[config.mk]
export PLATFORM = sky130hd
export DESIGN_NAME = restoring_divider
export DESIGN_NICKNAME = d
export VERILOG_FILES = /design/src/rtl/restoring_divider.sv
export SDC_FILE = /design/constraint.sdc
export NUM_CORES = 1
export LEC_CHECK = 0
export BUFFER_PORTS_ARGS = -buffer_cell sky130_fd_sc_hd__buf_2
export CORE_MARGIN = 4
export CORE_UTILIZATION = 50
export CTS_CLUSTER_SIZE = 40
export DETAILED_ROUTE_END_ITERATION = 8
export GPL_TIMING_DRIVEN = 0
export PLACE_DENSITY_LB_ADDON = 0.2
export SLEW_MARGIN = 0
export SYNTH_ARGS = -nofsm -noshare
export SYNTH_HDL_FRONTEND = slang
export SYNTH_SLANG_ARGS = --single-unit
[constraint.sdc]
create_clock -name clk -period 2.9 [get_ports clk]
set_input_delay 0.145 -clock clk [delete_from_list [all_inputs] [get_ports clk]]
set_output_delay 0.145 -clock clk [all_outputs]
set_load 0.01 [all_outputs]
[src/rtl/restoring_divider.sv]
// restoring_divider -- 8-bit by 4-bit unsigned restoring divider.
//
// A three-state FSM (IDLE -> CALC -> DONE -> IDLE). CALC retires one quotient
// bit per clock, so a division takes 8 CALC cycles. A zero divisor skips CALC
// and reports quotient 8'hFF, remainder 0 and div_by_zero.
//
// Ports:
//   clk          rising-edge clock
//   rst_n        asynchronous active-low reset
//   start        begin a division (only looked at in IDLE)
//   dividend     8-bit unsigned dividend, captured on accept
//   divisor      4-bit unsigned divisor, captured on accept
//   quotient     registered quotient, held until the next completed division
//   remainder    registered remainder, held until the next completed division
//   busy         high in CALC and DONE
//   done         one-cycle pulse while in DONE
//   div_by_zero  registered: last accepted divisor was zero
module restoring_divider (
  input  logic       clk,
  input  logic       rst_n,
  input  logic       start,
  input  logic [7:0] dividend,
  input  logic [3:0] divisor,
  output logic [7:0] quotient,
  output logic [3:0] remainder,
  output logic       busy,
  output logic       done,
  output logic       div_by_zero
);

  typedef enum logic [1:0] {IDLE = 2'd0, CALC = 2'd1, DONE = 2'd2} state_t;

  state_t     state_q, state_d;
  logic [2:0] cnt_q, cnt_d;
  logic [4:0] rem_q, rem_d;        // 5 bits: shifted partial remainder can reach 29
  logic [7:0] dvd_q, dvd_d;        // dividend, shifted out MSB first
  logic [3:0] dvs_q, dvs_d;
  logic [7:0] quo_sh_q, quo_sh_d;  // quotient under construction
  logic [7:0] quotient_q, quotient_d;
  logic [3:0] remainder_q, remainder_d;
  logic       dbz_q, dbz_d;

  logic [4:0] rem_shift;
  logic       fits;

  always_comb begin
    state_d     = state_q;
    cnt_d       = cnt_q;
    rem_d       = rem_q;
    dvd_d       = dvd_q;
    dvs_d       = dvs_q;
    quo_sh_d    = quo_sh_q;
    quotient_d  = quotient_q;
    remainder_d = remainder_q;
    dbz_d       = dbz_q;

    rem_shift = {rem_q[3:0], dvd_q[7]};
    fits      = (rem_shift >= {1'b0, dvs_q});

    case (state_q)
      IDLE: begin
        if (start) begin
          dvd_d    = dividend;
          dvs_d    = divisor;
          rem_d    = 5'd0;
          cnt_d    = 3'd0;
          quo_sh_d = 8'd0;
          if (divisor == 4'd0) begin
            // Results are published immediately; DONE only raises the pulse.
            state_d     = DONE;
            quotient_d  = 8'hFF;
            remainder_d = 4'h0;
            dbz_d       = 1'b1;
          end else begin
            state_d = CALC;
          end
        end
      end
      CALC: begin
        rem_d    = fits ? (rem_shift - {1'b0, dvs_q}) : rem_shift;
        dvd_d    = {dvd_q[6:0], 1'b0};
        quo_sh_d = {quo_sh_q[6:0], fits};
        cnt_d    = cnt_q + 3'd1;
        if (cnt_q == 3'd7) begin
          // Last step: publish this step's values directly so outputs
          // change exactly once, on entry to DONE.
          state_d     = DONE;
          quotient_d  = quo_sh_d;
          remainder_d = rem_d[3:0];
          dbz_d       = 1'b0;
        end
      end
      DONE:    state_d = IDLE;
      default: state_d = IDLE;
    endcase
  end

  always_ff @(posedge clk or negedge rst_n) begin
    if (!rst_n) begin
      state_q     <= IDLE;
      cnt_q       <= 3'd0;
      rem_q       <= 5'd0;
      dvd_q       <= 8'd0;
      dvs_q       <= 4'd0;
      quo_sh_q    <= 8'd0;
      quotient_q  <= 8'd0;
      remainder_q <= 4'd0;
      dbz_q       <= 1'b0;
    end else begin
      state_q     <= state_d;
      cnt_q       <= cnt_d;
      rem_q       <= rem_d;
      dvd_q       <= dvd_d;
      dvs_q       <= dvs_d;
      quo_sh_q    <= quo_sh_d;
      quotient_q  <= quotient_d;
      remainder_q <= remainder_d;
      dbz_q       <= dbz_d;
    end
  end

  assign quotient    = quotient_q;
  assign remainder   = remainder_q;
  assign div_by_zero = dbz_q;
  assign busy        = (state_q != IDLE);
  assign done        = (state_q == DONE);

endmodule

* Word level (Yosys, flattened, before mapping)
Index checks and enable logic that the tools add are counted.
** Storage, ports and cells
- Bits in registers :: 41
- Bits of input ports :: 15
- Output and inout bits :: 15
- Logic and storage cells :: 51
** Cells by class
- Add/sub/neg operators :: 2
- Magnitude comparators :: 1
- Equality and inequality tests :: 6
- Muxes and demuxes :: 25
- Reduce and logical (&&, ||, !) cells :: 8
** Operators by type and width (number)
- $mux 8 :: 4
- $pmux 8 s2 :: 2
- $mux 4 :: 5
- $pmux 4 s2 :: 2
- $pmux 7 s2 :: 1
- $mux 7 :: 1
- $mux 2 :: 3
- $ne 2x2->1 const B :: 3
- $pmux 3 s2 :: 1
- $reduce_and 2->1 :: 3
- $ge 5x4->1 :: 1
- $logic_not 4->1 :: 1
- $pmux 2 s2 :: 1
- $reduce_and 4->1 :: 1
- $reduce_bool 2->1 :: 2
- $sub 4x4->4 :: 1
- $add 3x1->3 const B :: 1
- $eq 3x3->1 const B :: 1
- $mux 1 :: 3
- $mux 3 :: 1
- $eq 2x1->1 const B :: 1
- $eq 2x2->1 const B :: 1
- $logic_not 2->1 :: 1
- $pmux 1 s2 :: 1

* Logic depth before layout (Yosys ltp)
- Word-level depth :: 4
- Gate-level depth with buffers :: 8
- Gate-level depth less buffers :: 7

* Worst setup path before layout
Ideal clock, no wire load.
- Path type :: reg2reg
- Start point :: register rem_q[1]
- End point :: register rem_q[0]
- Setup time :: 0.074 ns
- Data arrival time :: 1.787 ns
- Data required time :: 2.826 ns
- Path slack :: 1.038 ns
- Cell stages (with the launch flop) :: 7
- Path buffers :: 0
- Clock period less this slack :: 1.862 ns
- Cells stage by stage :: dfrtp_1 ha_1 a21oi_4 o21ai_2 a211oi_4 mux2_4 o21ai_2
** Between the ends
- Longest elaborated chain between the ends :: 3
** RTL lines
- from (decl) :: line 35 : logic [4:0] rem_q, rem_d;
- from (signal assigned) :: line 112 : rem_q <= rem_d;
- $ge 5x4->1 :: line 58 : fits = (rem_shift >= {1'b0, dvs_q});
- $mux 4 :: line 80 : rem_d = fits ? (rem_shift - {1'b0, dvs_q}) : rem_shift;
- $pmux 4 s2 :: line 60 : case (state_q)
No other way between the ends.
A chain may end at the register's enable or synchronous reset.

* Worst setup path after layout
- Start point :: register rem_q[1]
- End point :: register remainder_q[1], in the netlist remainder[1]
** Between the ends
- Longest elaborated chain between the ends :: 4
** RTL lines
- $ge 5x4->1 :: line 58
- $mux 4 :: line 80
- $mux 4 :: line 84 : if (cnt_q == 3'd7) begin
- $pmux 4 s2 :: line 60
- to (signal assigned) :: line 117 : remainder_q <= remainder_d;
- to (decl) :: line 40 : logic [3:0] remainder_q, remainder_d;
No other way between the ends. The select of a mux whose other input is x is not followed.

==> flow_summary_export.csv <==
group,metric,value,unit
floorplanning,fp.dieH,69.92,µm
timing,tns,0,ns
cts,cts_tree,"done",
finish,fin_cells,289,
logic_synthesis,synth_adder_area_share,4.961,%
power_and_ir_drop,combPwrFrac,50.2,%
floorplanning,dieArea,4888,µm²
finish,areaGrowthSynthToFinish,15.73,%
grt,grt_max_degree,42,
placed_design,place_congestion,0.8118,
setup_path,start_kind,"flip-flop",
timing,post-route-min-period,2.057,ns
timing,final_hold_viol_count,0,
finish,register_area,1026,µm²
floorplanning,core.rowCount,22,
placed_design,placed_cells,280,
finish,antenna_cells,0,
power_and_ir_drop,vdd_drop_max,521.4,µV
finish,layout.nets,262,
logic_synthesis,seq_area_frac_synth,53.52,%
timing,grt_setup_unrepaired,"false",
setup_path,reg2reg_depth,6,
power_and_ir_drop,p_int,1587,µW
grt,grt_use_met1,24.04,%
grt,grt-busiest-layer,"met2",
power_and_ir_drop,powerDensity,1228,nW/µm²
cts,cts_root_buf,"clkbuf_8",
power_and_ir_drop,power_frac_clock,13.4,%
logic_synthesis,synth_xor_area_share,0.4569,%
logic_synthesis,synthDistinctLibCells,34,
timing,setup_ws,0.8426,ns
power_and_ir_drop,p_leak,0.001082,µW
cts,htreeDepth,2,
timing,fin_skew,0.004303,ns
logic_synthesis,synth_area,1917,µm²
placed_design,dp_hpwl,2701,µm
setup_path,end_kind,"flip-flop",
route,vias_per_cell,5.125,
logic_synthesis,synth_common_cells,"nand2_1, dfrtp_1, o21ai_0, nor2_1",
cts,cts_buffers,5,
logic_synthesis,synth_compound_area_share,16.91,%
grt,grt_pass1_wl,6513,µm
logic_synthesis,synth-edff-count,0,
grt,use_met2,24.24,%
timing,period_share,70.94,%
route,vias,1481,
route,wire_per_inst,12.77,µm
route,drt_pass1_iterations,4,
min_path,worstHoldPathType,"primary input to flip-flop",
placed_design,dp_slack,0.8357,ns
cts,clock_path_buffers,2,
timing,setup_viol,0,
logic_synthesis,synth_seq_cells,41,
logic_synthesis,yosysMostFrequentCell,"nand2_1",
grt,grt_use_met3,4.748,%
logic_synthesis,yosysWarnings,0,
setup_path,arrival,2.28,ns
logic_synthesis,synth_flop_cell,"dfrtp_1",
min_path,min_delay_path_depth,3,
timing,fin_hold_ws,0.03720,ns
route,drt-total-wl,3690,µm
logic_synthesis,synthSimpleGateAreaFrac,17.36,%
cts,insertion_delay,0.29,ns
setup_path,cp_max_fo,5,
timing,drv_slew,0,
logic_synthesis,yosys.area.top_type_share,53.52,%
floorplanning,coreArea,3689,µm²
floorplanning,start_util,51.97,%
finish,n_fill_cell,336,
setup_path,required,3.12,ns
power_and_ir_drop,p_seq_share,36.4,%
logic_synthesis,synthCells,203,
timing,slew-limit-headroom,40.97,%
power_and_ir_drop,swShare,41.73,%
grt,antenna_found_initial,0,
cts,cts.sinks,41,
route,drtIter0Drc,93,
route,antenna_left,0,
route,drc,0,
finish,drive_above_1_share,21.16,%
logic_synthesis,synthArstFlopShare,100.0,%
run_status,outcome,"complete, no violations",
grt,grt_use_total,16.54,%
logic_synthesis,synthMuxAreaShare,2.676,%
timing,worst_slew_pin_slew,0.8854,ns
floorplanning,boundaryPins,30,
grt,overflow,0,
cts,clk_pin_slew_worst_paths,0.08,ns
finish,multiInputGateArea,812.0,µm²
cts,postCtsHoldBufs,1,
logic_synthesis,syn-num-nets,225,
logic_synthesis,synth_top_family_by_area,"simple AND/OR/NAND/NOR gates",
cts,cts_resized,0,
logic_synthesis,synth_area_leaders,"dfrtp_1, nand2_1, o21ai_0, ha_1, nor2_1",
floorplanning,die_w,69.92,µm
setup_path,criticalPathCategory,"flip-flop to flip-flop",
logic_synthesis,synth.avg_cell_area,9.443,µm²
placed_design,port_buffers,29,
logic_synthesis,synth_top_area_cell,"dfrtp_1",
job,cap_viol_max_count,0,
timing,max_freq,0.4861,GHz
grt,first_global_vias,1387,
power_and_ir_drop,switchingPower,1137,µW
cts,post_cts_buffers,0,
==> power by group through the flow <==
stage,Sequential [µW],Clock [µW],Combinational [µW]
final,992,364,1370
after global routing,1030,396,1560
after CTS,994,377,1390
after detailed placement,1010,0,1380
after global placement,996,0,1350
after floorplan,1020,0,1010
==> stage by stage <==
| step | cell area (µm²) | total power (µW) | utilization (%) |
|---|---|---|---|
| floorplan | 1917 | 2021 | - |
| global placement | 2122 | 2351 | 57.53 |
| detailed placement | 2122 | 2389 | 57.53 |
| CTS | 2218 | 2760 | 60.14 |
| global route | 2218 | 2990 | 60.14 |
| finish | 2218 | 2724 | 60.14 |
==> sequential cells by signal (all words and copies together), names as in the netlist <==
name	flops
remainder	4
dvd_q	8
rem_q	4
quotient	8
quo_sh_q	7
state_q	2
div_by_zero	1
dvs_q	4
cnt_q	3
==> logic make-up (layout without fill, tap and decap cells) <==
logic type | after synthesis | in the layout
compound gates | 50 | 50
flops | 41 | 41
buf+inv | 19 | 57
mux | 4 | 4
simple gates | 81 | 81
fa+ha+maj | 7 | 7
xor+xnor | 1 | 1
==> critical path: stages (launching register included) <==
cell	delay, ns
dfrtp_1	0.41
ha_1	0.38
a21oi_4	0.20
o21ai_2	0.11
a211oi_4	0.40
mux2_4	0.35
o21ai_1	0.13
==> cells in the final DEF (no fill, tap or decap), drive strengths merged <==
master,n
o221a,1
fa,1
a31o,1
nor4,1
ha,6
a21o,2
a211oi,1
clkbuf,12
mux2,3
o211ai,1
mux2i,1
nand3,6
and2,1
nor2,17
o21bai,1
dlygate4sd3,1
clkinvlp,1
buf,34
o21a,3
or3b,1
and2b,1
a31oi,7
nand2,51
nand2b,1
xnor2,1
clkinv,2
a21oi,4
dfrtp,41
inv,7
o21ai,29
nor2b,2
==> layer usage <==
metal	vias up	wire length, µm	part of all wire (%)
met5	-	0	0
met3	6	211	5.7
met1	689	1806	49
li1	752	-	-
met2	34	1625	44
met4	0	46	1.2
==> layout make-up <==
class                      instances  area share (%)
clock buffer                       5           3.102
buffer                            12           2.369
inverter                           7           1.184
tap                               48           2.707
multi-input combinational        143           36.60
timing repair buffer              30           6.994
clock inverter                     3          0.7896
sequential                        41           46.25
==> worst paths after layout <==
| path | start | to | slack [ns] |
|---|---|---|---|
| max in group asynchronous | rst_n | rem_q[0]$_DFFE_PN0P_ | 1.84 |
| worst max register to register | rem_q[1]$_DFFE_PN0P_ | remainder[1]$_DFFE_PN0P_ | 0.84 |
| worst min-delay path | dividend[0] | dvd_q[0]$_DFFE_PN0P_ | 0.04 |
| min in group asynchronous | rst_n | quo_sh_q[3]$_DFFE_PN0P_ | 0.50 |
| worst min register to register | quotient[3]$_DFFE_PN0P_ | quotient[3]$_DFFE_PN0P_ | 0.47 |
| worst max-delay path | rem_q[1]$_DFFE_PN0P_ | remainder[1]$_DFFE_PN0P_ | 0.84 |
Power figures use the tool's default switching activity.
